File: config.mk
export PLATFORM = sky130hd
export DESIGN_NAME = sol32_fetch_unit
export DESIGN_NICKNAME = d
export VERILOG_FILES = /design/src/rtl/sol32_fetch_unit.sv
export SDC_FILE = /design/constraint.sdc
export NUM_CORES = 1
export LEC_CHECK = 0
export ABC_AREA = 1
export BUFFER_PORTS_ARGS = -buffer_cell sky130_fd_sc_hd__buf_2
export CORE_MARGIN = 8
export CORE_UTILIZATION = 40
export CTS_BUF_LIST = sky130_fd_sc_hd__clkbuf_2 sky130_fd_sc_hd__clkbuf_4 sky130_fd_sc_hd__clkbuf_8
export CTS_CLUSTER_DIAMETER = 150
export DETAILED_ROUTE_END_ITERATION = 16
export PLACE_DENSITY_LB_ADDON = 0.1
export SKIP_LAST_GASP = 1
export SLEW_MARGIN = 5
export SYNTH_ARGS = -nofsm -noshare
export SYNTH_HDL_FRONTEND = slang
export SYNTH_SLANG_ARGS = --single-unit
File: constraint.sdc
create_clock -name Clock -period 5.4 [get_ports Clock]
set_input_delay 0.54 -clock Clock [delete_from_list [all_inputs] [get_ports Clock]]
set_output_delay 0.54 -clock Clock [all_outputs]
set_load 0.05 [all_outputs]
File: src/rtl/sol32_fetch_unit.sv
`default_nettype none
// ============================================================================
//  Module   : sol32_fetch_unit
//  Purpose  : Instruction fetch unit for the SOL32 core. It issues sequential
//             word reads to instruction memory and buffers the returned words
//             in a small (address, data) FIFO. It presents the word that
//             matches the core's InstructionPointer. When the pointer leaves
//             the sequential stream, the unit redirects: it flushes the FIFO
//             and drops every read that is still in flight.
//  Revision : 1.0 - initial release
// ----------------------------------------------------------------------------
//  Parameters
//    DEPTH         prefetch FIFO entries (power of two, 2..8)
//    RESET_VECTOR  address of the first fetch after reset
//  Ports
//    Clock               in   rising-edge clock
//    Reset               in   asynchronous, active-low reset
//    InstructionPointer  in   [31:0] address the core wants this cycle
//    InstructionAccept   in   core consumes Instruction at this edge
//    Instruction         out  [31:0] word for InstructionPointer (0 if none)
//    InstructionValid    out  Instruction valid and tagged InstructionPointer
//    FetchRequest        out  memory read request valid
//    FetchAddress        out  [31:0] word address of the request
//    FetchReady          in   memory accepts the request this cycle
//    FetchResponseValid  in   read data returned this cycle (in order)
//    FetchData           in   [31:0] returned instruction word
//  Configuration
//    FETCH_PREFETCH_EN   defined  : keep up to DEPTH words buffered/in flight
//                        undefined: one instruction at a time
// ============================================================================
module sol32_fetch_unit #(
    parameter int unsigned DEPTH        = 2,
    parameter logic [31:0] RESET_VECTOR = 32'h0000_0000
) (
    input  logic        Clock,
    input  logic        Reset,
    input  logic [31:0] InstructionPointer,
    input  logic        InstructionAccept,
    output logic [31:0] Instruction,
    output logic        InstructionValid,
    output logic        FetchRequest,
    output logic [31:0] FetchAddress,
    input  logic        FetchReady,
    input  logic        FetchResponseValid,
    input  logic [31:0] FetchData
);

    localparam int unsigned c_PTR_W = (DEPTH > 1) ? $clog2(DEPTH) : 1;
    // Occupancy/credit counters hold at least 2*DEPTH.
    localparam int unsigned c_CNT_W = $clog2(2 * DEPTH) + 1;
    localparam logic [c_CNT_W-1:0] c_DEPTH = c_CNT_W'(DEPTH);

    // FIFO storage
    logic [31:0]        r_fifo_addr [DEPTH];
    logic [31:0]        r_fifo_data [DEPTH];
    logic [c_PTR_W-1:0] r_rd_ptr;
    logic [c_PTR_W-1:0] r_wr_ptr;
    logic [c_CNT_W-1:0] r_count;

    // Request / delivery tracking
    logic [31:0]        r_next_addr;
    logic [31:0]        r_expected_addr;
    logic [31:0]        r_oldest_addr;   // address of oldest live in-flight read
    logic [c_CNT_W-1:0] r_outstanding;
    logic [c_CNT_W-1:0] r_discard;

    logic               w_redirect;
    logic               w_hit;
    logic               w_pop;
    logic               w_resp_ok;
    logic               w_push;
    logic               w_xfer;
    logic               w_credit;
    logic [c_CNT_W-1:0] w_count_after_pop;
    logic [31:0]        w_head_addr;
    logic [31:0]        w_head_data;

    assign w_head_addr = r_fifo_addr[r_rd_ptr];
    assign w_head_data = r_fifo_data[r_rd_ptr];

    // Any pointer other than the next sequential address is a branch target.
    assign w_redirect = (InstructionPointer != r_expected_addr);

    assign w_hit = (r_count != '0) && !w_redirect
                   && (w_head_addr == InstructionPointer);
    assign InstructionValid = w_hit;
    assign Instruction      = w_hit ? w_head_data : 32'h0000_0000;
    assign w_pop            = w_hit && InstructionAccept;

    // A response with nothing outstanding violates the memory protocol; ignore it.
    assign w_resp_ok = FetchResponseValid && (r_outstanding != '0);
    // Push only live words. The room check guards the FIFO if the memory
    // misbehaves; the credit rule keeps it from ever triggering in normal use.
    assign w_push    = w_resp_ok && (r_discard == '0) && !w_redirect
                       && ((r_count != c_DEPTH) || w_pop);

    // Credit counts the slot freed by a same-cycle pop. This lets a DEPTH-2
    // FIFO sustain one word per cycle against single-cycle memory.
    assign w_count_after_pop = r_count - c_CNT_W'(w_pop);

`ifdef FETCH_PREFETCH_EN
    logic [c_CNT_W-1:0] w_live;
    // Discarded reads never occupy a FIFO slot, so they earn their credit back.
    assign w_live   = w_count_after_pop + (r_outstanding - r_discard);
    assign w_credit = (w_live < c_DEPTH);
`else
    assign w_credit = (w_count_after_pop == '0) && (r_outstanding == '0);
`endif

    // Reset gates the request combinationally so nothing leaks out while held.
    assign FetchRequest = Reset && !w_redirect && w_credit;
    assign FetchAddress = r_next_addr;
    assign w_xfer       = FetchRequest && FetchReady;

    // Payload storage needs no reset: the count qualifies every entry.
    always_ff @(posedge Clock) begin
        if (w_push) begin
            r_fifo_addr[r_wr_ptr] <= r_oldest_addr;
            r_fifo_data[r_wr_ptr] <= FetchData;
        end
    end

    always_ff @(posedge Clock or negedge Reset) begin
        if (!Reset) begin
            r_rd_ptr        <= '0;
            r_wr_ptr        <= '0;
            r_count         <= '0;
            r_next_addr     <= RESET_VECTOR;
            r_expected_addr <= RESET_VECTOR;
            r_oldest_addr   <= RESET_VECTOR;
            r_outstanding   <= '0;
            r_discard       <= '0;
        end else begin
            r_outstanding <= r_outstanding + c_CNT_W'(w_xfer) - c_CNT_W'(w_resp_ok);
            if (w_redirect) begin
                // Everything still in flight belongs to the old stream. No
                // transfer happens this cycle, and this cycle's response is dropped.
                r_rd_ptr        <= '0;
                r_wr_ptr        <= '0;
                r_count         <= '0;
                r_discard       <= r_outstanding - c_CNT_W'(w_resp_ok);
                r_next_addr     <= InstructionPointer;
                r_expected_addr <= InstructionPointer;
                r_oldest_addr   <= InstructionPointer;
            end else begin
                if (w_xfer) begin
                    r_next_addr <= r_next_addr + 32'd4;
                end
                if (w_resp_ok && (r_discard != '0)) begin
                    r_discard <= r_discard - 1'b1;
                end
                if (w_push) begin
                    r_wr_ptr      <= r_wr_ptr + 1'b1;
                    r_oldest_addr <= r_oldest_addr + 32'd4;
                end
                if (w_pop) begin
                    r_rd_ptr        <= r_rd_ptr + 1'b1;
                    r_expected_addr <= r_expected_addr + 32'd4;
                end
                r_count <= r_count + c_CNT_W'(w_push) - c_CNT_W'(w_pop);
            end
        end
    end

endmodule
`default_nettype wire

==> results.cfg, run 1 <==
[run_status]
outcome = complete, no violations

[timing]
period_share_pct = 88.0
fmax_ghz = 0.210
finalSetupViolations = 0
drv_slew = 0
maxSlewHeadroom_pct = 36.6
worstMarginPinSlew_ns = 0.951
min_period_ns = 4.75
holdWs_ns = 0.124
rsz0062_at_grt = false
finalClockSkew_ns = 0.0277
hold_viol = 0
fin_setup_tns_ns = 0

[logic_synthesis]
synth_cell_type_count = 38
synth_mux_area_share_pct = 0
synth_top_family_by_area = simple AND/OR/NAND/NOR gates
synth_area_leaders = edfxtp_1 (30%), dfrtp_1 (20%), nand2_1 (18%)
yosys-top-cells-count = nand2_1 (627), inv_1 (138), edfxtp_1 (128)
synth_ff_type = edfxtp_1
yosysSeqAreaShare_pct = 50.1
ys_ff_latch = 231
synth_warnings = 0
netlist_area_um2 = 12800
synthAdderAreaFrac_pct = 1.39
ys_async_sr_fraction_pct = 44.6
yosysTopAreaCell = edfxtp_1
synth-edff-count = 128
synth_top_area_share_pct = 30.0
synthMostInstantiatedCell = nand2_1
synth_compound_area_share_pct = 5.32
synth_area_per_cell_um2 = 8.06
synth_xor_area_share_pct = 6.15
syn_inst = 1590
yosys.area_share.simple_pct = 30.1
syn-num-nets = 1672

[clock_tree]
cts-hold-fix-buffers = 0
cts_setup_buffers = 0
htree_levels = 2
path_clk_slew_ns = 0.06
ctsResizeCount = 0
cts_buffer_depth = 3
cts_sinks = 231
cts_tree = built
clkLatencyLatePin_ns = 0.57
ctsRootBufferMaster = clkbuf_8
cts_made_buffers = 44

[final_layout]
postLayoutCellArea_um2 = 14700
nNetsFinal = 1806
syn_to_final_growth_pct = 15.0
final_cells = 2161
drive_gt1_share_pct = 13.8

[worst_setup_path]
crit_path_top_delay_cell = buf_4
setup.worst_path.end_class = flip-flop
startpoint_type = flip-flop
required_ns = 5.88
startpoint = r_rd_ptr
cp_max_fo = 39
reg2reg_depth = 22
r2r_start = r_rd_ptr
arrival_ns = 5.23
cpPeakStageDelay_ns = 0.42
crit_path_cell_trace = buf_4 -> nand2_1 -> nand3_1 -> nand2_1 -> nor2_1 -> nand4_1 -> nor2_1 -> and2_1 -> nand4_1 -> inv_2 -> ha_1 -> inv_1 -> a21oi_1 -> o2111ai_1 -> nor3_4 -> inv_1 -> ha_1 -> inv_1 -> ha_1 -> fa_1 -> xnor2_1 -> xor2_1
critPathKind = reg2reg

[hold_path]
hold_depth = 1
min_from = InstructionPointer[1]
hold_path.class = in2reg

[place]
portBuffers = 134
gp_congestion = 0.924
hpwl_um = 28500
post_dp_cell_area_um2 = 13800
dp.cells = 2080

[grt]
use_met2_pct = 33.7
grt-ovfl-total = 0
globalRouteMet1Util_pct = 27.3
grt_pass1_vias = 10600
grt-busiest-layer = met2
antenna_found_initial = 1
grt_pass1_wl_um = 61700
track_usage_pct = 20.5
use_met3_pct = 3.94
grt_max_degree = 77

[floorplanning]
fp-row-count = 65
core_area_um2 = 31600
die_y_um = 195
dieArea_um2 = 38000
die_x_um = 195
io_pins = 135
initial_core_util_pct = 40.6

[route]
ant_nets = 0
via_per_inst = 5.18
wirelength_um = 39500
drt_first_pass_iters = 5
drt_iter0_drc = 941
post_drt_wl_per_cell_um = 18.3
routed-via-count = 11200
drc = 0

[flow_run]
drv_cap = 0

[power]
total_power_uw = 4340
p_leak_uw = 0.00684
powerDensity_nw_per_um2 = 295
vdd_drop_max_mv = 0.147
-- kinds of logic (layout without fill, tap and decap cells) --
kind of cell / count (synthesis) / after routing
xor gates and xnor gates: 90 / 90
AOI/OAI and AO/OA: 126 / 126
adders and majority gates: 13 / 13
DFF: 231 / 231
other: 0 / 1
buffers and inverters: 202 / 370
and+or+nand+nor: 928 / 928
-- cells in the final DEF (no fill, tap or decap), types with 2 or more instances in the layout --
master     count
clkinv_1       3
fa_1           2
nand2_1      626
edfxtp_1     128
nand3b_1       2
ha_1          11
xnor2_1       36
nor2_1       101
inv_6          2
or2_2          2
nor3_4         2
buf_2        133
nor4_1        10
and3_1         3
and2_1         3
buf_4         12
nor3_2         2
nor3_1        32
inv_2          6
clkbuf_4      16
o211ai_1      17
nor3b_1        3
inv_1        137
nand2_2        3
xor2_1        54
nand2_4        2
nand3_1      104
a21oi_1       42
bufinv_16      4
clkbuf_8      48
o21ai_0       63
nand4_1       31
clkinv_2       6
dfrtp_1      102
-- power by group --
part / total (uW) / switching, uW / internal [uW] / leakage (uW)
logic: 427 / 279 / 148 / 0.00396
registers: 2000 / 77.1 / 1930 / 0.00236
clock network: 1910 / 788 / 1130 / 0.000514
total: 4340 / 1140 / 3200 / 0.00684
-- state kept, by name, summed over array words and instances (netlist names) --
signal,flops
r_discard,3
r_wr_ptr,1
r_outstanding,3
r_oldest_addr,30
r_fifo_addr,64
r_fifo_data,64
r_count,3
FetchAddress,32
r_rd_ptr,1
r_expected_addr,30
-- worst max-delay path: cells and delay by family, from the launching register on --
kind	cells	cell delay, ns
XOR/XNOR	2	0.36
buffers and inverters	5	0.90
AO/OA/AOI/OAI	2	0.34
AND/OR/NAND/NOR	9	1.58
flip-flops	1	0.41
adder cells (fa/ha/maj)	4	1.06
-- per-stage QoR --
stage / util, % / setup WS [ns]
6_report: 46.7 / 0.647
5_1_grt: 46.7 / 0.243
4_1_cts: 46.7 / 0.631
3_5_place_dp: 43.6 / 0.648
3_3_place_gp: 43.6 / 0.726
2_1_floorplan: - / 0.548
-- metal layers --
| layer | wire length [um] | share of wire [%] |
|---|---|---|
| met1 | 17400 | 44 |
| met2 | 18600 | 47 |
| met3 | 2700 | 6.8 |
| met4 | 865 | 2.2 |
| met5 | 0 | 0 |
-- final timing paths --
check                      slack [ns]                to
hold reg to reg                  0.50          r_wr_ptr
hold / removal                   0.12   FetchAddress[1]
setup reg to reg                 0.65  r_outstanding[2]
max in group asynchronous        3.89          r_rd_ptr
setup / recovery                 0.65  r_outstanding[2]
min in group asynchronous        0.17   FetchAddress[4]
-- cell type report --
class                           count  area (um2)
Fill cell                        3158       16800
Sequential cell                   231        6420
Multi-Input combinational cell   1157        5510
Clock buffer                       64         781
Timing Repair Buffer              146         776
Inverter                          144         546
Tap cell                          402         503
Clock inverter                     16         189
Antenna cell                        1        2.50
Power figures use the tool's default switching activity.
==> run 2, diff against run 1 <==
==> constraint.sdc (replaced) <==
create_clock -name Clock -period 5.4 [get_ports Clock]
set_input_delay 1.35 -clock Clock [delete_from_list [all_inputs] [get_ports Clock]]
set_output_delay 1.35 -clock Clock [all_outputs]
set_load 0.05 [all_outputs]
==> run 2 against run 1 <==
First-iteration DRC count is 14% higher. Maximum frequency is 6.5% lower. Highest routed layer is now met5. Sequential share of layout area hardly changed. Clock skew is 0.0077 ns lower. Sequential power hardly changed. Critical endpoint is now FetchRequest.
==> results.cfg, run 2 (same netlist as run 1, synthesis figures left out) <==
[route]
drc = 0
via_per_inst = 5.17
wirelength_um = 41200
post_drt_wl_per_cell_um = 19.0
routed-via-count = 11200
drt_first_pass_iters = 7
ant_nets = 0
drt_iter0_drc = 1074

[clock_tree]
cts_made_buffers = 43
cts_setup_buffers = 0
cts-hold-fix-buffers = 0
cts_buffer_depth = 3
cts_sinks = 231
path_clk_slew_ns = 0.05
htree_levels = 2
ctsResizeCount = 0
ctsRootBufferMaster = clkbuf_8
cts_tree = built
clkLatencyLatePin_ns = 0.55

[timing]
drv_slew = 0
fmax_ghz = 0.197
hold_viol = 0
holdWs_ns = 0.495
period_share_pct = 94.1
worstMarginPinSlew_ns = 0.865
min_period_ns = 5.08
maxSlewHeadroom_pct = 42.3
fin_setup_tns_ns = 0
finalClockSkew_ns = 0.0200
finalSetupViolations = 0
rsz0062_at_grt = false

[grt]
grt_pass1_vias = 10600
grt_pass1_wl_um = 63600
grt_max_degree = 78
grt-ovfl-total = 0
track_usage_pct = 21.3
antenna_found_initial = 2

[hold_path]
hold_path.class = reg2reg

[worst_setup_path]
regToRegSetupSlack_ns = 1.21
r2r_end = r_outstanding[2]
crit_path_cell_trace = buf_2 -> inv_1 -> nand2_1 -> nand4_1 -> nor2_1 -> nand2_1 -> nor2_1 -> nand2_2 -> nor3_2 -> nand4_1 -> buf_4 -> inv_2 -> ha_1 -> inv_1 -> a21oi_1 -> o2111ai_1 -> nor2_1 -> buf_2
cp_max_fo = 4
cp_top_family = simple AND/OR/NAND/NOR gates
endpoint = FetchRequest
arrival_ns = 3.73
cpPeakStageDelay_ns = 0.30
setup.worst_path.end_class = primary output
crit_buf_inv = 6
startpoint_type = input pin
required_ns = 4.05
startpoint = InstructionPointer[0]
crit_path_frequent_cell = nor2_1
path_depth = 18
critPathKind = in2out
crit_path_top_delay_cell = buf_2
reg2reg_depth = 23
r2r_start = r_rd_ptr

[place]
portBuffers = 134
gp_congestion = 0.941
hpwl_um = 29300

[floorplanning]
initial_core_util_pct = 40.6
core_area_um2 = 31600
die_x_um = 195
fp-row-count = 65
dieArea_um2 = 38000
io_pins = 135
die_y_um = 195

[final_layout]
final_common_cell = nand2_1
nNetsFinal = 1812
syn_to_final_growth_pct = 15.1
final_util_pct = 46.7
final_cell_mix = nand2_1 (626), inv_1 (137), buf_2 (133)
drive_gt1_share_pct = 14.0

[power]
p_leak_uw = 0.00683
powerDensity_nw_per_um2 = 284
vdd_drop_max_mv = 0.175

[flow_run]
drv_cap = 0

[run_status]
outcome = complete, no violations
==> run 2: worst min-delay path by stage <==
stage / start / to / slack, ns / cells after the start
floorplan: r_outstanding[1] / r_outstanding[2] / 0.46 / 1
global placement: r_wr_ptr / r_wr_ptr / 0.48 / 2
detailed placement: r_oldest_addr[7] / r_fifo_addr[1][7] / 0.48 / 0
CTS: r_oldest_addr[7] / r_fifo_addr[1][7] / 0.50 / 0
global route: r_wr_ptr / r_wr_ptr / 0.51 / 2
finish: r_wr_ptr / r_wr_ptr / 0.49 / 2
==> run 2: metal layers <==
metal	routed length, um	part of all wire (%)	track usage [%]	up-vias
met5	3	0.0073	0	-
met4	1080	2.6	6.12	2
met3	2810	6.8	4.16	69
met2	19200	47	34.8	381
met1	18100	44	28.3	5312
li1	-	-	-	5438
==> run 2: power breakdown <==
group	internal [uW]	switching [uW]	leakage (uW)	total, uW
logic	147	275	0.00400	423
registers	1930	78.6	0.00236	2000
clock network	1000	757	0.000474	1760
==> run 2: cell type report <==
type                            instances  area (um2)
Timing Repair Buffer                  153         866
Tap cell                              402         503
Inverter                              144         546
Clock inverter                         11        80.1
Multi-Input combinational cell       1157        5510
Fill cell                            3168       16800
Antenna cell                            1        2.50
Sequential cell                       231        6420
Clock buffer                           67         810
==> run 2: stage by stage <==
| step | total power [uW] | setup slack [ns] | cells | instance area [um2] |
|---|---|---|---|---|
| after detailed placement | 2460 | 0.257 | 2086 | 13800 |
| final | 4180 | 0.317 | 2166 | 14700 |
| after CTS | 4230 | 0.246 | 2164 | 14700 |
| after floorplan | 2300 | 0.538 | 1590 | 12800 |
| after global routing | 4350 | 0.0861 | 2166 | 14700 |
| after global placement | 2450 | 0.324 | 2086 | 13800 |
==> run 2: worst reg2reg max path, cell delays in order, from the launching register on <==
cell and delay (ns):
dfrtp_2 0.46, inv_6 0.26, buf_4 0.22, nand2_1 0.09, nand3_1 0.08, nand2_1 0.14, nor4_1 0.30, nand2_1 0.09
nor2_1 0.13, nand4_1 0.10, buf_4 0.17, inv_2 0.06, ha_1 0.13, inv_1 0.04, a21oi_1 0.11, o2111ai_1 0.21
nor3_4 0.23, inv_1 0.09, ha_1 0.27, inv_1 0.04, ha_1 0.18, fa_1 0.38, xnor2_1 0.17, xor2_1 0.16
==> run 3, diff against run 2 <==
- RECOVER_POWER: not set -> 50
==> run 3 against run 2 <==
The flow now finishes with violations (capacitance limit, slew limit). Core utilization decreased by 0.19 points. Sequential cell count unchanged. Cell area decreased by 0.42%. Via count about the same. Sequential share of layout area increased by 0.18 points. Count of clock-buffer cells in the layout unchanged. Clock skew increased by 0.0012 ns. First-iteration DRC count decreased by 1.2%. Critical path type unchanged. Highest routed layer unchanged.
==> results.cfg, run 3 (same netlist as run 1, synthesis figures left out) <==
[worst_setup_path]
regToRegSetupSlack_ns = 1.23
crit_buf_inv = 6
crit_path_frequent_cell = nor2_1
r2r_end = r_outstanding[2]
cp_max_fo = 4
critPathKind = in2out
crit_path_cell_trace = buf_2 -> inv_1 -> nand2_1 -> nand4_1 -> nor2_1 -> nand2_1 -> nor2_1 -> nand2_2 -> nor3_2 -> nand4_1 -> buf_4 -> inv_2 -> ha_1 -> inv_1 -> a21oi_1 -> o2111ai_1 -> nor2_1 -> buf_2
startpoint = InstructionPointer[0]
path_depth = 18
reg2reg_depth = 23
setup.worst_path.end_class = primary output
required_ns = 4.05
endpoint = FetchRequest
startpoint_type = input pin
arrival_ns = 3.73
crit_path_top_delay_cell = buf_2
cp_top_family = simple AND/OR/NAND/NOR gates
r2r_start = r_rd_ptr
cpPeakStageDelay_ns = 0.30

[floorplanning]
io_pins = 135
core_area_um2 = 31600
die_y_um = 195
fp-row-count = 65
dieArea_um2 = 38000
initial_core_util_pct = 40.6
die_x_um = 195

[timing]
rsz0062_at_grt = false
holdWs_ns = 0.494
worstMarginPinSlew_ns = 2.71
maxSlewHeadroom_pct = -80.6
drv_slew = 44
finalSetupViolations = 0
fin_setup_tns_ns = 0
finalClockSkew_ns = 0.0212
min_period_ns = 5.08
hold_viol = 0
period_share_pct = 94.0
fmax_ghz = 0.197

[route]
wirelength_um = 41200
drt_first_pass_iters = 6
drc = 0
drt_iter0_drc = 1061
post_drt_wl_per_cell_um = 19.0
routed-via-count = 11200
via_per_inst = 5.17
ant_nets = 0

[grt]
grt_pass1_vias = 10600
grt-ovfl-total = 0
track_usage_pct = 21.3
grt_pass1_wl_um = 63600
grt_max_degree = 78
antenna_found_initial = 2

[place]
portBuffers = 134
hpwl_um = 29300
dp.cells = 2086
gp_congestion = 0.941
post_dp_cell_area_um2 = 13800

[final_layout]
nNetsFinal = 1812
final_cell_mix = nand2_1 (626), inv_1 (137), edfxtp_1 (128)
final_cells = 2167
final_common_cell = nand2_1
fillers = 3181
syn_to_final_growth_pct = 14.6
drive_gt1_share_pct = 11.3
postLayoutCellArea_um2 = 14700

[power]
intPower_uw = 3070
vdd_drop_max_mv = 0.175
power_frac_comb_pct = 10.0
pwr-share-clk_pct = 42.1
p_sw_uw = 1110
pwr-share-seq_pct = 47.9
powerDensity_nw_per_um2 = 285
p_leak_uw = 0.00670
netSwitchingFraction_pct = 26.6
total_power_uw = 4180

[clock_tree]
path_clk_slew_ns = 0.05
cts_buffer_depth = 3
cts_made_buffers = 43
cts_sinks = 231
htree_levels = 2
cts-hold-fix-buffers = 0
clkLatencyLatePin_ns = 0.55
cts_tree = built
ctsRootBufferMaster = clkbuf_8

[hold_path]
min_from = r_wr_ptr
hold_path.class = reg2reg

[run_status]
violations = capacitance limit, slew limit
outcome = finished with violations

[flow_run]
drv_cap = 1
## run 3: cell count changes in the layout (fill, tap and decap cells not counted)
cell      previous run  this run
buf_4               16        14
buf_2              133        88
clkbuf_1             0        47
diode_2              1         2
## run 3: power by group through the flow
stage	registers, uW	logic (uW)	clock network, uW
after floorplan	2050	246	0
after global placement	2040	417	0
after detailed placement	2040	426	0
after CTS	2000	427	1800
after global routing	2010	474	1860
final	2000	417	1760
## run 3: worst min-delay path by stage
stage	to	slack [ns]	cells past startpoint
global route	r_wr_ptr	0.51	2
detailed placement	r_fifo_addr[1][7]	0.48	0
global placement	r_wr_ptr	0.48	2
floorplan	r_outstanding[2]	0.46	1
CTS	r_fifo_addr[1][7]	0.50	0
finish	r_wr_ptr	0.49	2
## run 3: stage by stage
step	utilization, %	setup slack (ns)
after floorplan	-	0.538
after global placement	43.9	0.324
after detailed placement	43.9	0.257
after CTS	46.7	0.246
after global routing	46.5	0.0860
final	46.5	0.321
## run 3: final cells by class
cell class	count	area, um2	share of cell area [%]
clock buffers	67	810	5.51
flip-flops and latches	231	6420	43.7
multi-input cells	1157	5510	37.6
well taps	402	503	3.43
diodes	2	5.00	0.0341
repair buffers	153	802	5.46
inverters	144	546	3.72
clock inverters	11	80.1	0.545
## run 3: timing repair
| item | 4_1_cts | 5_1_grt |
|---|---|---|
| buffers inserted | 0 | 1 |
| setup endpoints to repair | 0 | 1 |
| resized for setup | 0 | 0 |
## run 3: metal layers
layer	global-route usage [%]	vias to the layer above	part of all wire (%)	wire length [um]
li1	-	5435	-	-
met1	28.3	5311	44	18000
met2	34.8	381	47	19200
met3	4.16	67	6.9	2840
met4	6.12	2	2.7	1120
met5	0	-	0.019	8
## run 3: worst min-delay path, delay by kind of cell, from the launching register on
| kind | cells | cell delay [ns] |
|---|---|---|
| flip-flops | 1 | 0.34 |
| AND/OR/NAND/NOR | 2 | 0.13 |
